File: src/rtl/fetch_pkg.sv
// fetch_pkg: shared types and constants for the instruction fetch unit.
//   fetch_state_t : fetch FSM states (RUN, HALT, FAULT)
//   fetch_entry_t : one buffered fetch, instruction word plus its byte PC
//   EBREAK / NOP  : instruction encodings the fetch unit cares about
package fetch_pkg;

   localparam int INSTR_W = 32;
   localparam int XLEN    = 64;

   localparam logic [INSTR_W-1:0] EBREAK = 32'h0010_0073;
   localparam logic [INSTR_W-1:0] NOP    = 32'h0000_0013;

   typedef enum logic [1:0] {
      RUN   = 2'd0,
      HALT  = 2'd1,
      FAULT = 2'd2
   } fetch_state_t;

   typedef struct packed {
      logic [INSTR_W-1:0] instr;
      logic [XLEN-1:0]    pc;
   } fetch_entry_t;

endpackage

File: src/rtl/fetch_fifo.sv
// fetch_fifo: small circular buffer of fetch_entry_t between fetch and decode.
// Ports:
//   clk      in   clock
//   reset_n  in   synchronous reset, active-low (empties the buffer)
//   push     in   write wdata at the tail
//   pop      in   drop the head entry
//   flush    in   discard all entries; overrides push and pop
//   wdata    in   entry to write
//   full     out  DEPTH entries held
//   empty    out  no entries held
//   head     out  oldest entry (meaningless while empty)
module fetch_fifo
   import fetch_pkg::*;
#(
   parameter int DEPTH = 2
) (
   input  logic         clk,
   input  logic         reset_n,
   input  logic         push,
   input  logic         pop,
   input  logic         flush,
   input  fetch_entry_t wdata,
   output logic         full,
   output logic         empty,
   output fetch_entry_t head
);

   localparam int PTR_W = (DEPTH > 1) ? $clog2(DEPTH) : 1;
   localparam int CNT_W = PTR_W + 1;

   fetch_entry_t     mem_q [DEPTH];
   logic [PTR_W-1:0] wr_q;
   logic [PTR_W-1:0] rd_q;
   logic [CNT_W-1:0] cnt_q;

   // DEPTH is a power of two, so the pointers wrap naturally.
   always_ff @(posedge clk) begin
      if (!reset_n) begin
         wr_q  <= '0;
         rd_q  <= '0;
         cnt_q <= '0;
      end else if (flush) begin
         wr_q  <= '0;
         rd_q  <= '0;
         cnt_q <= '0;
      end else begin
         if (push) wr_q <= wr_q + PTR_W'(1);
         if (pop)  rd_q <= rd_q + PTR_W'(1);
         case ({push, pop})
            2'b10:   cnt_q <= cnt_q + CNT_W'(1);
            2'b01:   cnt_q <= cnt_q - CNT_W'(1);
            default: cnt_q <= cnt_q;
         endcase
      end
   end

   // Storage needs no reset: an entry is only observed after it is written.
   always_ff @(posedge clk) begin
      if (reset_n && push && !flush) mem_q[wr_q] <= wdata;
   end

   assign full  = (cnt_q == CNT_W'(DEPTH));
   assign empty = (cnt_q == '0);
   assign head  = mem_q[rd_q];

endmodule

File: src/rtl/imem_fetch.sv
// imem_fetch: instruction fetch unit in front of a combinational instruction ROM.
// Holds the PC, fetches one word per cycle into a small FIFO and hands the
// head entry to decode over valid/ready. Handles redirects, ebreak halt and
// resume, and faults on misaligned or out-of-ROM fetch addresses.
// Ports:
//   clk            in   clock
//   reset_n        in   synchronous reset, active-low
//   imem_addr      out  ROM word address = pc[ADDR_W+1:2]
//   imem_q         in   ROM data for imem_addr (combinational)
//   redirect_valid in   one-cycle redirect request
//   redirect_pc    in   redirect target byte address
//   resume         in   one-cycle pulse leaving HALT
//   out_valid      out  head entry valid
//   out_ready      in   decode takes the head this cycle
//   out_instr      out  head instruction (0 when empty)
//   out_pc         out  head byte PC (0 when empty)
//   halted         out  FSM in HALT
//   fault          out  FSM in FAULT
module imem_fetch
   import fetch_pkg::*;
#(
   parameter int               N        = INSTR_W,
   parameter int               PC_W     = XLEN,
   parameter int               ADDR_W   = 6,
   parameter logic [PC_W-1:0]  RESET_PC = '0,
   parameter int               DEPTH    = 2
) (
   input  logic              clk,
   input  logic              reset_n,
   output logic [ADDR_W-1:0] imem_addr,
   input  logic [N-1:0]      imem_q,
   input  logic              redirect_valid,
   input  logic [PC_W-1:0]   redirect_pc,
   input  logic              resume,
   output logic              out_valid,
   input  logic              out_ready,
   output logic [N-1:0]      out_instr,
   output logic [PC_W-1:0]   out_pc,
   output logic              halted,
   output logic              fault
);

   // state | meaning
   // RUN   | fetching one word per cycle whenever the FIFO has room
   // HALT  | ebreak was fetched; no fetch until resume or redirect
   // FAULT | PC misaligned or outside the ROM; sticky until redirect or reset

   fetch_state_t state_q, state_d;
   logic [PC_W-1:0] pc_q, pc_d;
   logic halted_q, fault_q;

   logic         fifo_full, fifo_empty;
   logic         pop, space, pc_bad, fetch_slot, push;
   fetch_entry_t fifo_head, push_entry;

   assign imem_addr = pc_q[ADDR_W+1:2];

   assign pop    = !fifo_empty && out_ready;
   // A pop in the same cycle frees the slot the push needs.
   assign space  = !fifo_full || pop;
   assign pc_bad = (pc_q[1:0] != 2'b00) || (pc_q[PC_W-1:ADDR_W+2] != '0);

   // Redirect owns the cycle: it flushes and nothing is fetched alongside it.
   assign fetch_slot = (state_q == RUN) && !redirect_valid && space;
   assign push       = fetch_slot && !pc_bad;

   assign push_entry = '{instr: imem_q, pc: pc_q};

   always_comb begin
      pc_d    = pc_q;
      state_d = state_q;
      if (redirect_valid) begin
         pc_d    = redirect_pc;
         state_d = RUN;
      end else begin
         case (state_q)
            RUN: begin
               if (fetch_slot) begin
                  if (pc_bad) begin
                     state_d = FAULT;
                  end else begin
                     pc_d = pc_q + PC_W'(4);
                     if (imem_q == EBREAK) state_d = HALT;
                  end
               end
            end
            HALT:    if (resume) state_d = RUN;
            FAULT:   state_d = FAULT;
            default: state_d = RUN;
         endcase
      end
   end

   always_ff @(posedge clk) begin
      if (!reset_n) begin
         pc_q     <= RESET_PC;
         state_q  <= RUN;
         halted_q <= 1'b0;
         fault_q  <= 1'b0;
      end else begin
         pc_q     <= pc_d;
         state_q  <= state_d;
         halted_q <= (state_d == HALT);
         fault_q  <= (state_d == FAULT);
      end
   end

   fetch_fifo #(
      .DEPTH (DEPTH)
   ) u_fifo (
      .clk     (clk),
      .reset_n (reset_n),
      .push    (push),
      .pop     (pop),
      .flush   (redirect_valid),
      .wdata   (push_entry),
      .full    (fifo_full),
      .empty   (fifo_empty),
      .head    (fifo_head)
   );

   // Outputs read as zero while empty so reset presents clean values.
   assign out_valid = !fifo_empty;
   assign out_instr = fifo_empty ? '0 : fifo_head.instr;
   assign out_pc    = fifo_empty ? '0 : fifo_head.pc;
   assign halted    = halted_q;
   assign fault     = fault_q;

endmodule

File: config.mk
export PLATFORM = sky130hd
export DESIGN_NAME = imem_fetch
export DESIGN_NICKNAME = d
export VERILOG_FILES = /design/src/rtl/fetch_pkg.sv /design/src/rtl/fetch_fifo.sv /design/src/rtl/imem_fetch.sv
export SDC_FILE = /design/constraint.sdc
export NUM_CORES = 1
export LEC_CHECK = 0
export ABC_AREA = 1
export CAP_MARGIN = 20
export CORE_UTILIZATION = 51
export DETAILED_ROUTE_END_ITERATION = 8
export PLACE_DENSITY = 0.82
export RECOVER_POWER = 50
export SKIP_CTS_REPAIR_TIMING = 1
export SLEW_MARGIN = 30
export SYNTH_ARGS = -nofsm -noshare
export SYNTH_HDL_FRONTEND = slang
export SYNTH_SLANG_ARGS = --single-unit
export TNS_END_PERCENT = 5
File: constraint.sdc
create_clock -name clk -period 7.9 [get_ports clk]
set_input_delay 2.37 -clock clk [delete_from_list [all_inputs] [get_ports clk]]
set_output_delay 2.37 -clock clk [all_outputs]
set_load 0.1 [all_outputs]
==> summary.md, run 1 <==
| Metric | Value |
|---|---|
| Status | complete, but fails checks |
| Violations in the final reports | capacitance limit, slew limit |
| Maximum number of pins on one net before global-route repair | 97 |
| Per-cell routed wire length | 16.5 µm |
| Cell count of the worst reg-to-reg path | 10 |
| Number of iterations in the first detailed-routing pass | 5 |
| Core region area | 19700 µm² |
| Syn nets | 1079 |
| Post-synthesis instance area | 10300 µm² |
| Worst path top cell family by delay | buffers and inverters |
| Final number of setup-violating endpoints | 0 |
| Min Tclk post-route | 6240 ps |
| Critical path launch point | redirect_valid |
| First-pass GRT wire length | 35700 µm |
| H-tree lvl count | 1 |
| Final Net Count | 1257 |
| Portion of netlist area occupied by mux cells | 0% |
| Number of stages on the worst setup path | 7 |
| CTS max path bufs | 3 |
| Share of post-route cells with drive strength above 1 | 4.69% |
| Type of the most critical hold path | reg2reg |
| Cells traversed along the worst timing path | buf_2, buf_4, inv_1, clkbuf_1, nand2_1, nor3_4, buf_12 |
| Fin. Hold Viols | 0 |
| Max Cap Violations | 2 |
| Arrival time at the worst endpoint | 6380 ps |
| Most common library cell in the layout ignoring fill and taps | sky130_fd_sc_hd__nand2_1 |
| Global route total overflow | 0 |
| Upper clock frequency limit | 0.160 GHz |
| Cell variety after synth | 28 |
| Floorplan die area | 20800 µm² |
| Dominant combinational cell family by area after synthesis | simple AND/OR/NAND/NOR gates |
| Routability Congestion | 0.810 |
| Post-DR vias/cell | 5.25 |
| Type of the setup path with the least slack | in2reg |
| Setup skew after layout | 10.8 ps |
| Clock transition at the registers of the reported paths | 60 ps |
| Number of standard-cell rows in the floorplan | 51 |
| Startpoint of the worst register-to-register path | pc_q[26] |
| Die Height | 144 µm |
| Tot GR Track Use | 22.3% |
| Final cycle utilization of the critical path | 78.9% |
| Via count of the first global-routing pass | 7154 |
| Type of destination of the critical path | flop |
| Leading cell types in the layout, fill and taps excluded | sky130_fd_sc_hd__nand2_1, sky130_fd_sc_hd__edfxtp_1, sky130_fd_sc_hd__clkdlybuf4s50_1, sky130_fd_sc_hd__a21oi_1, sky130_fd_sc_hd__nor2_1 |
| Fraction of the yosys area taken by sequential cells | 70.0% |
| Number of register bits inferred by synthesis | 265 |
| Filler cells | 1508 |
| Initial detailed-routing violation count | 489 |
| Area growth from synthesis to layout | 28.7% |
| Insertion delay to the later sink of the worst-skew pair | 510 ps |
| TritonCTS clock tree | yes |
| Input/output buffers | 205 |
| Cts bufs inserted | 25 |
| Post-Synthesis Mean Instance Area | 10.6 µm² |
| Slew at the pin with the worst max-slew slack | 1800 ps |
| Count of vias placed by the detailed router | 7544 |
| Unrepaired setup endpoints after global routing | no |
| Final standard cell count with taps included and fillers excluded | 1438 |
| Parity-gate share of the synthesized area counting xor and xnor cells | 0.424% |
| Post-detailed-routing wire length | 23800 µm |
| Relative slew slack | -20.2% |
| Multi-input combinational cell area | 2740 µm² |
| Slowest library cell on the worst path | sky130_fd_sc_hd__clkbuf_1 |
| Initial standard-cell utilization of the core | 52.5% |
| Number of primary I/O pins | 206 |
| Area taken by flip-flops and latches | 7230 µm² |
| Power per cell area | 210 nW/µm² |
| Worst Min Path Start | u_fifo.wr_q |
| Number of remaining DRC errors | 0 |
| Cells after synthesis | 976 |
| Buf/Inv on CP | 5 |
| Post-synthesis adder-cell area fraction | 0.242% |
| Crit-path max cell delay | 1040 ps |
| Crit path launch type | input pin |
| Initial antenna violation count | 1 |
| Worst VDD drop | 163 µV |
| Leakage power figure | 4.78 nW |
| Cell depth of the worst min-delay path | 2 |
| Total half-perimeter wirelength after legalization and detailed placement | 14700 µm |
| Compound-cell area share of the yosys netlist | 8.23% |
| Number of warnings issued by yosys | 0 |
| Total negative setup slack | 0 ps |
| Clk Tree Root Cell | sky130_fd_sc_hd__clkbuf_16 |
| WP data required | 8040 ps |
| Overall die width | 144 µm |
| Sink Count | 265 |
| Highest fanout seen on the critical path | 96 |
| Max-slew violations | 64 |
| Antenna viol nets, final | 0 |
| Simple-Gate Fraction of Synth Area | 17.6% |
| Instance count after placement with tap cells included | 1392 |
## cells by family after synthesis
logic type      after synthesis
buf+inv                      82
compound gates              169
fa+ha+maj                     2
simple gates                453
xor+xnor                      5
flops                       265
## where the power goes
group	switching [mW]	total, mW	internal, mW
sequential	0.0211	1.53	1.51
clock	0.479	1.12	0.645
combinational	0.0734	0.138	0.0650
## synthesized netlist by cell type, drive strengths merged
master  number  area [µm²]
nand2      312        1180
inv         17        63.8
nor3         3        20.0
edfxtp     192        5770
xnor2        2        17.5
nor3b        3        22.5
nand4        3        18.8
nand3b       1        7.51
o21ai       11        55.1
clkinv       1        3.75
clkbuf      34         128
or3b         1        8.76
xor2         3        26.3
dfxtp       73        1460
buf         30         166
nand3       50         255
ha           2        25.0
or2          1        6.26
a21oi      158         795
nor2        79         302
## path summary, 6_finish.rpt
path,to,slack (ps)
max,u_fifo.mem_q[1][64],1660
min,u_fifo.wr_q,480
max reg2reg,u_fifo.mem_q[0][14],4130
min reg2reg,u_fifo.wr_q,480
## metrics by stage
stage	hold WS (ps)	power [mW]	area (µm²)	util (%)	setup WS [ps]
2_1_floorplan	440	1.62	10300	-	450
3_3_place_gp	455	1.70	12500	63.7	2510
3_5_place_dp	462	1.70	12500	63.8	2470
4_1_cts	476	2.82	13300	67.7	2300
5_1_grt	490	2.88	13300	67.6	1340
6_report	478	2.79	13300	67.6	1660
## worst reg2reg max path: stages, from the launching register on
cell and delay, ps:
sky130_fd_sc_hd__dfxtp_1 340, sky130_fd_sc_hd__nor2_1 160, sky130_fd_sc_hd__nand2_1 80, sky130_fd_sc_hd__nor2_1 130, sky130_fd_sc_hd__nand2_1 80, sky130_fd_sc_hd__nor2_2 200, sky130_fd_sc_hd__nand2_2 120, sky130_fd_sc_hd__nor2_1 170
sky130_fd_sc_hd__nand2_1 100, sky130_fd_sc_hd__nor2_1 1330, sky130_fd_sc_hd__buf_4 670
## registers in the layout, summed over array words and instances (netlist names), named ones only
register      flops
fault             1
halted            1
pc_q             64
state_q           2
u_fifo.cnt_q      2
u_fifo.mem_q    192
u_fifo.rd_q       1
u_fifo.wr_q       1
## cell type report
cell class / count / area share [%]
diodes: 1 / 0.0188
clock buffers: 36 / 5.25
clock inverters: 9 / 0.556
inverters: 18 / 0.528
multi-input cells: 629 / 20.6
flip-flops and latches: 265 / 54.4
well taps: 265 / 2.50
repair buffers: 215 / 16.1
## per-layer routing
layer | vias up | global-route usage, % | share of wire (%)
met5 | - | 0 | 0
met4 | 0 | 6.54 | 1.9
met3 | 37 | 3.97 | 7.9
met2 | 272 | 39.8 | 51
met1 | 3555 | 27.7 | 40
li1 | 3680 | - | -
Power figures use the tool's default switching activity.
==> run 2: changes to the inputs <==
==> constraint.sdc (replaced) <==
create_clock -name clk -period 6.5 [get_ports clk]
set_input_delay 1.95 -clock clk [delete_from_list [all_inputs] [get_ports clk]]
set_output_delay 1.95 -clock clk [all_outputs]
set_load 0.1 [all_outputs]
==> summary.md, run 2 (synthesized netlist as in run 1, its figures left out) <==
| Metric | Value |
|---|---|
| Crit-path max cell delay | 2220 ps |
| H-tree lvl count | 1 |
| Buf/Inv on CP | 4 |
| First-pass GRT wire length | 36200 µm |
| Share of post-route cells with drive strength above 1 | 5.18% |
| Per-cell routed wire length | 16.6 µm |
| Initial detailed-routing violation count | 379 |
| Final standard cell count with taps included and fillers excluded | 1446 |
| WP data required | 6650 ps |
| Number of primary I/O pins | 206 |
| Core region area | 19700 µm² |
| Worst Setup Slack, final | 892 ps |
| Insertion delay to the later sink of the worst-skew pair | 510 ps |
| Clk Tree Root Cell | sky130_fd_sc_hd__clkbuf_16 |
| Number of remaining DRC errors | 0 |
| Min Tclk post-route | 5610 ps |
| Routability Congestion | 0.788 |
| Upper clock frequency limit | 0.178 GHz |
| Registers with the most flip-flops | u_fifo.mem_q (192), pc_q (64) |
| Flip-flop count of the largest register, all copies and words added | 192 |
| Via count of the first global-routing pass | 7189 |
| Status | complete, but fails checks |
| Tot GR Track Use | 22.7% |
| Worst Min Path Start | state_q[0] |
| Initial antenna violation count | 1 |
| Filler cells | 1484 |
| Total negative setup slack | 0 ps |
| Leakage power figure | 4.78 nW |
| Final number of setup-violating endpoints | 0 |
| Fin. Hold Viols | 0 |
| Maximum number of pins on one net before global-route repair | 97 |
| Cts bufs inserted | 27 |
| Overall die width | 144 µm |
| Post-DR vias/cell | 5.23 |
| Leading cell types in the layout, fill and taps excluded | sky130_fd_sc_hd__nand2_1, sky130_fd_sc_hd__edfxtp_1, sky130_fd_sc_hd__clkdlybuf4s50_1, sky130_fd_sc_hd__a21oi_1, sky130_fd_sc_hd__nor2_1 |
| Sink Count | 265 |
| Crit path launch type | input pin |
| Critical path launch point | redirect_valid |
| Max-slew violations | 124 |
| Setup skew after layout | 11.2 ps |
| Clock transition at the registers of the reported paths | 60 ps |
| Startpoint of the worst register-to-register path | pc_q[58] |
| TritonCTS clock tree | yes |
| Worst path top cell family by delay | buffers and inverters |
| Unrepaired setup endpoints after global routing | no |
| Pre-CTS setup slack | 1670 ps |
| Instance count after placement with tap cells included | 1394 |
| Input/output buffers | 205 |
| Antenna viol nets, final | 0 |
| Worst VDD drop | 182 µV |
| CTS max path bufs | 3 |
| Type of the setup path with the least slack | in2reg |
| Highest fanout seen on the critical path | 66 |
| Post-detailed-routing wire length | 23900 µm |
| Area growth from synthesis to layout | 29.1% |
| Arrival time at the worst endpoint | 5760 ps |
| Type of the most critical hold path | reg2reg |
| Relative slew slack | -109% |
| Floorplan die area | 20800 µm² |
| Number of standard-cell rows in the floorplan | 51 |
| Die Height | 144 µm |
| Cells traversed along the worst timing path | clkbuf_1, inv_1, clkbuf_1, nand2_1, nor2_2, nand2_1, nor2_4, buf_4 |
| Tightest hold margin | 472 ps |
| Most common library cell in the layout ignoring fill and taps | sky130_fd_sc_hd__nand2_1 |
| Slew at the pin with the worst max-slew slack | 3130 ps |
| Global route total overflow | 0 |
| Max Cap Violations | 2 |
| Power per cell area | 257 nW/µm² |
| Type of destination of the critical path | flop |
| Violations in the final reports | capacitance limit, slew limit |
| Number of iterations in the first detailed-routing pass | 5 |
| Initial standard-cell utilization of the core | 52.5% |
| Final Net Count | 1261 |
| Final cycle utilization of the critical path | 86.3% |
| Largest register by flop count | u_fifo.mem_q |
| Slowest library cell on the worst path | sky130_fd_sc_hd__clkbuf_1 |
| Count of vias placed by the detailed router | 7565 |
| Total half-perimeter wirelength after legalization and detailed placement | 15000 µm |
-- run 2: cell count changes in the layout (fill, tap and decap cells not counted), sizes merged --
cell,before,now
clkbuf,37,39
clkdlybuf4s50,161,171
dlygate4sd3,42,33
inv,16,17
clkinv,9,11
diode,1,3
-- run 2: metal layers --
metal  GRT usage (%)  wire length, µm  vias up
met4            6.04              401        0
met1            28.5             9980     3572
li1                -                -     3678
met3            3.64             1790       32
met5               0                0        -
met2            40.5            11800      283
-- run 2: final cells by class --
cell class | instances | area [µm²] | share of cell area [%]
Inverter | 18 | 70.1 | 0.526
Multi-Input combinational cell | 629 | 2760 | 20.7
Antenna cell | 3 | 7.51 | 0.0563
Clock buffer | 37 | 713 | 5.35
Timing Repair Buffer | 217 | 2140 | 16.0
Tap cell | 265 | 332 | 2.49
Clock inverter | 12 | 86.3 | 0.648
Sequential cell | 265 | 7230 | 54.2
-- run 2: final timing paths --
check                                            to  slack [ps]  depth (start not counted)
worst max-delay path            u_fifo.mem_q[0][52]         890                          8
worst min-delay path                          fault         470                          1
worst max register to register  u_fifo.mem_q[0][52]        4080                         10
worst min register to register                fault         470                          1
-- run 2: stage by stage --
stage               util [%]  cell area, µm²  power [mW]
floorplan                  -           10300        1.97
global placement        63.7           12500        2.06
detailed placement      63.8           12500        2.07
CTS                     67.8           13300        3.46
global route            67.8           13300        3.54
finish                  67.8           13300        3.43
-- run 2: where the power goes --
part	switching, mW	internal, mW
Clock	0.593	0.806
Combinational	0.0895	0.0810
Sequential	0.0255	1.83
Total	0.708	2.72
